**src/rtl/mult_div_ctrl.sv**
```systemverilog
// mult_div_ctrl: iterative 32-bit signed multiply/divide engine with its own
// controller FSM. Works on operand magnitudes (32 shift-add or restoring
// steps), then applies sign correction and loads HI/LO. All outputs are
// registered; DIV by zero short-circuits straight to the completion state.
module mult_div_ctrl (
    input  logic        clk,
    input  logic        reset,
    input  logic        start,
    input  logic        op,
    input  logic [31:0] a,
    input  logic [31:0] b,
    output logic        busy,
    output logic        done,
    output logic        hilo_write,
    output logic        div0,
    output logic [31:0] hi,
    output logic [31:0] lo
);

    typedef enum logic [1:0] {
        IDLE = 2'd0,
        RUN  = 2'd1,
        FIX  = 2'd2,
        DONE = 2'd3
    } state_t;

    state_t      state;
    state_t      state_nxt;

    logic [4:0]  cnt;
    logic        op_r;
    logic        sign_a;
    logic        sign_b;
    logic        div0_r;

    // MULT: mag_b is the multiplier, shifted right; mcand is the shifted multiplicand.
    // DIV : mag_a is the dividend, shifted left; mag_b is the fixed divisor.
    logic [31:0] mag_a;
    logic [31:0] mag_b;
    logic [63:0] mcand;
    logic [63:0] acc;
    logic [31:0] rem;
    logic [31:0] quo;

    logic        accept;
    logic        div_by_zero;
    logic [31:0] abs_a;
    logic [31:0] abs_b;
    logic [32:0] rem_shift;
    logic [32:0] rem_diff;
    logic        rem_ge;
    logic [63:0] prod_fix;
    logic [31:0] quo_fix;
    logic [31:0] rem_fix;

    assign accept      = start && (state == IDLE);
    assign div_by_zero = op && (b == '0);
    assign abs_a       = a[31] ? (32'd0 - a) : a;
    assign abs_b       = b[31] ? (32'd0 - b) : b;

    // Restoring-divide trial: shift in the next dividend bit, then try to subtract.
    assign rem_shift = {rem, mag_a[31]};
    assign rem_diff  = rem_shift - {1'b0, mag_b};
    assign rem_ge    = (rem_shift >= {1'b0, mag_b});

    // Sign correction: quotient by sign_a^sign_b, remainder follows the dividend.
    assign prod_fix = (sign_a ^ sign_b) ? (64'd0 - acc) : acc;
    assign quo_fix  = (sign_a ^ sign_b) ? (32'd0 - quo) : quo;
    assign rem_fix  = sign_a ? (32'd0 - rem) : rem;

    // State register.
    always_ff @(posedge clk) begin
        if (!reset) begin
            state <= IDLE;
        end else begin
            state <= state_nxt;
        end
    end

    // Next-state logic; start is only looked at in IDLE.
    always_comb begin
        state_nxt = state;
        case (state)
            IDLE: begin
                if (start) begin
                    state_nxt = div_by_zero ? DONE : RUN;
                end
            end
            RUN: begin
                if (cnt == 5'd31) begin
                    state_nxt = FIX;
                end
            end
            FIX:     state_nxt = DONE;
            DONE:    state_nxt = IDLE;
            default: state_nxt = IDLE;
        endcase
    end

    // Operand capture, iteration datapath and HI/LO result registers.
    always_ff @(posedge clk) begin
        if (!reset) begin
            cnt    <= '0;
            op_r   <= 1'b0;
            sign_a <= 1'b0;
            sign_b <= 1'b0;
            div0_r <= 1'b0;
            mag_a  <= '0;
            mag_b  <= '0;
            mcand  <= '0;
            acc    <= '0;
            rem    <= '0;
            quo    <= '0;
            hi     <= '0;
            lo     <= '0;
        end else begin
            case (state)
                IDLE: begin
                    if (accept) begin
                        op_r   <= op;
                        sign_a <= a[31];
                        sign_b <= b[31];
                        div0_r <= div_by_zero;
                        mag_a  <= abs_a;
                        mag_b  <= abs_b;
                        mcand  <= {32'd0, abs_a};
                        cnt    <= '0;
                        acc    <= '0;
                        rem    <= '0;
                        quo    <= '0;
                    end
                end
                RUN: begin
                    cnt <= cnt + 5'd1;
                    if (!op_r) begin
                        if (mag_b[0]) begin
                            acc <= acc + mcand;
                        end
                        mcand <= mcand << 1;
                        mag_b <= mag_b >> 1;
                    end else begin
                        rem   <= rem_ge ? rem_diff[31:0] : rem_shift[31:0];
                        quo   <= {quo[30:0], rem_ge};
                        mag_a <= mag_a << 1;
                    end
                end
                FIX: begin
                    if (!op_r) begin
                        hi <= prod_fix[63:32];
                        lo <= prod_fix[31:0];
                    end else begin
                        hi <= rem_fix;
                        lo <= quo_fix;
                    end
                end
                default: ;
            endcase
        end
    end

    // Status outputs are registered from the current state, so they trail it by one cycle.
    always_ff @(posedge clk) begin
        if (!reset) begin
            busy       <= 1'b0;
            done       <= 1'b0;
            hilo_write <= 1'b0;
            div0       <= 1'b0;
        end else begin
            busy       <= (state == RUN) || (state == FIX);
            done       <= (state == DONE);
            hilo_write <= (state == DONE) && !div0_r;
            div0       <= (state == DONE) && div0_r;
        end
    end

endmodule

```
**config.mk**
```make
export PLATFORM = sky130hd
export DESIGN_NAME = mult_div_ctrl
export DESIGN_NICKNAME = d
export VERILOG_FILES = /design/src/rtl/mult_div_ctrl.sv
export SDC_FILE = /design/constraint.sdc
export NUM_CORES = 1
export LEC_CHECK = 0
export BUFFER_PORTS_ARGS = -buffer_cell sky130_fd_sc_hd__buf_2
export CAP_MARGIN = 40
export CELL_PAD_IN_SITES_DETAIL_PLACEMENT = 0
export CELL_PAD_IN_SITES_GLOBAL_PLACEMENT = 1
export CORE_MARGIN = 1.5
export CORE_UTILIZATION = 35
export DETAILED_ROUTE_END_ITERATION = 10
export GPL_TIMING_DRIVEN = 0
export PLACE_DENSITY_LB_ADDON = 0.1
export SYNTH_ARGS = -nofsm -noshare
export SYNTH_HDL_FRONTEND = slang
export SYNTH_SLANG_ARGS = --single-unit
```
**constraint.sdc**
```tcl
create_clock -name clk -period 3.82 [get_ports clk]
set_clock_uncertainty 0.05 [all_clocks]
set_input_delay 0.191 -clock clk [delete_from_list [all_inputs] [get_ports clk]]
set_output_delay 0.191 -clock clk [all_outputs]
set_load 0.1 [all_outputs]
```
==> flow_summary.ini <==
[drt]
post_drt_wl_per_cell_um = 22.2
via_per_inst = 5.62
first_pass_iters = 5
drc = 0
drt_wl_total_mm = 89.3
drt_iter0_drc = 1595
vias = 22600
ant_nets = 0

[timing]
min_period_ps = 3730
tightest_slew_ps = 950
rsz0062_at_grt = yes
hold_ws_ps = 23.3
finalHoldViolCount = 0
setup-violations-final = 0
setup_tns_ps = 0
fin_crit_sh_pct = 97.6
slew_headroom_pct = 36.7
fmax_mhz = 268
slew_viol_final = 0

[global_route]
grt_pass1_vias = 21600
grt_use_met2_pct = 42.4
met3_usage_pct = 4.26
grt_pass1_wl_mm = 134
grt-busiest-layer = met2
antenna_found_initial = 1
use_met1_pct = 35.4
grtUsageTotal_pct = 26.0
overflow = 0
grt_max_degree = 14

[logic_synthesis]
synth_top_area_share_pct = 29.3
synth_edf_count = 0
synthTopCellsByCount = 335 x dfxtp_1, 326 x nand2_1, 250 x o21ai_0
syn_nets = 3118
synthSimpleGateAreaFrac_pct = 21.9
ys.warnings.count = 0
netlist-cell-type-count = 81
synth_seq_cells = 335
synthAdderAreaFrac_pct = 5.97
synth.most_common_cell = dfxtp_1
synth-xor-area-share_pct = 9.80
ys_seq_area_share_pct = 29.3
synth_top_family_by_area = compound AO/OA/AOI/OAI gates
synth_flop_cell = dfxtp_1
muxShareOfSynthArea_pct = 3.08
yosys.area.top_type = dfxtp_1
syn_inst = 2942
avgSynthCellArea_um2 = 7.78
syn_area_mm2 = 0.0229
synth.area.top_cells = dfxtp_1 29%, ha_1 5.8%, o21ai_0 5.5%, nand2_1 5.3%, xnor2_1 5.0%
synth_compound_area_share_pct = 25.7
ys_async_sr_fraction_pct = 0

[critical_path]
worst_path_max_delay_cell = or4_1
cp_cell_sequence = or4_1 > buf_2 > or4_4 > nor4_4 > buf_4 > nand4_1 > o31ai_2 > xnor2_1 > nor2_1 > a21oi_1 > mux2i_1 > nor2b_1
critPathRequiredTime_ps = 4280
worstSetupEndpointType = register
max_stage_delay_ps = 530
critPathKind = reg2reg
critPathMaxFanout = 7
cp-start-kind = register
critPathBufInv = 2
path_delay_family = simple AND/OR/NAND/NOR gates
critPathArrivalTime_ps = 4190

[placed_design]
place_congestion = 0.953
io_buffers = 133
dp_hpwl_mm = 71.7

[die]
initial_core_util_pct = 35.4
core_mm2 = 0.0646
die_w_um = 259
ioPinCount = 136
die-height_um = 259
dieArea_mm2 = 0.0669
rows = 93

[power]
leakagePower_nw = 10.6
power_density_mw_per_mm2 = 563
ir_drop_uv = 413

[cts]
cts_tree = yes
cts_root_buffer = clkbuf_16
clk_pin_slew_ps = 60
cts_buffer_depth = 3
insertion_delay_ps = 600
cts_made_buffers = 42
h-tree-depth = 2
cts.sinks = 335

[run_status]
status = finished clean

[hold_path]
hp-class = in2reg

[finish]
nets = 3317
n_fill_cell = 6715
utilization_pct = 41.1
syn_to_final_growth_pct = 16.0
layout-drive-gt1-share_pct = 9.92
antenna_cells = 0

[flow_run]
maxCapViolCount = 0
-- power by group --
group	internal (mW)	switching (mW)
registers	3.95	0.414
clock network	2.42	1.73
logic	1.98	4.48
total	8.35	6.62
-- repair_timing --
item,in CTS,in global routing
endpoints found under the hold margin,11,0
buffers inserted,1,11
resized for setup,30,44
cloned,0,0
pin swaps,3,7
hold buffers,7,0
endpoints found under the setup margin,43,54
-- worst paths after layout --
check | slack (ps) | endpoint | cells past startpoint | start
max reg2reg | 90 | hi[30] | 12 | acc[14]
max | 90 | hi[30] | 12 | acc[14]
min reg2reg | 410 | hilo_write | 1 | div0_r
min | 20 | div0_r | 4 | b[31]
-- cell families after synthesis --
group | Yosys count
AND/OR/NAND/NOR | 998
AO/OA/AOI/OAI | 915
flip-flops | 335
buffers and inverters | 261
XOR/XNOR | 256
adder cells (fa/ha/maj) | 108
multiplexers | 69
-- registers in the layout, indices dropped and copies added, names as in the netlist, 5 cells and up --
signal,cells
mag_a,32
mag_b,32
acc,64
quo,32
hi,32
lo,32
cnt,5
rem,32
mcand,64
-- through the flow --
stage               instance area, um2  total power, mW  setup slack (ps)  instances
floorplan                        22900             8.59               493       2942
global placement                 24600             10.6              -628       3930
detailed placement               24700             10.7              -632       3943
CTS                              26300             14.9              4.87       4028
global route                     26600             15.8             -55.0       4029
finish                           26600             15.0              90.9       4029
-- cells in the final DEF, fill, tap and decap left out, types with 75 or more instances in the layout --
cell type	count
nand2_1	325
nor2_1	164
o21ai_0	249
inv_1	75
xnor2_1	131
a21oi_1	213
buf_2	138
ha_1	106
clkbuf_1	155
dfxtp_1	315
xor2_1	124
nor2b_1	177
a22oi_1	92
-- area by class of cell --
class	instances	area, um2	share of cell area [%]
Buffer	175	674	2.54
Multi-Input combinational cell	2346	15400	58.1
Timing Repair Buffer	165	951	3.58
Clock buffer	60	1210	4.55
Tap cell	855	1070	4.03
Clock inverter	17	204	0.768
Sequential cell	335	6740	25.4
Inverter	76	285	1.07
-- layer usage --
| metal | share of wire [%] | vias up |
|---|---|---|
| li1 | - | 11000 |
| met1 | 46 | 10900 |
| met2 | 46 | 636 |
| met3 | 5.8 | 115 |
| met4 | 2.6 | 0 |
| met5 | 0 | - |
-- tightest hold or removal path, delay by kind of cell --
family / cells / cell delay (ps)
AO/OA/AOI/OAI: 1 / 70
buffers and inverters: 1 / 150
AND/OR/NAND/NOR: 2 / 170
(Power assumes the default switching activity.)
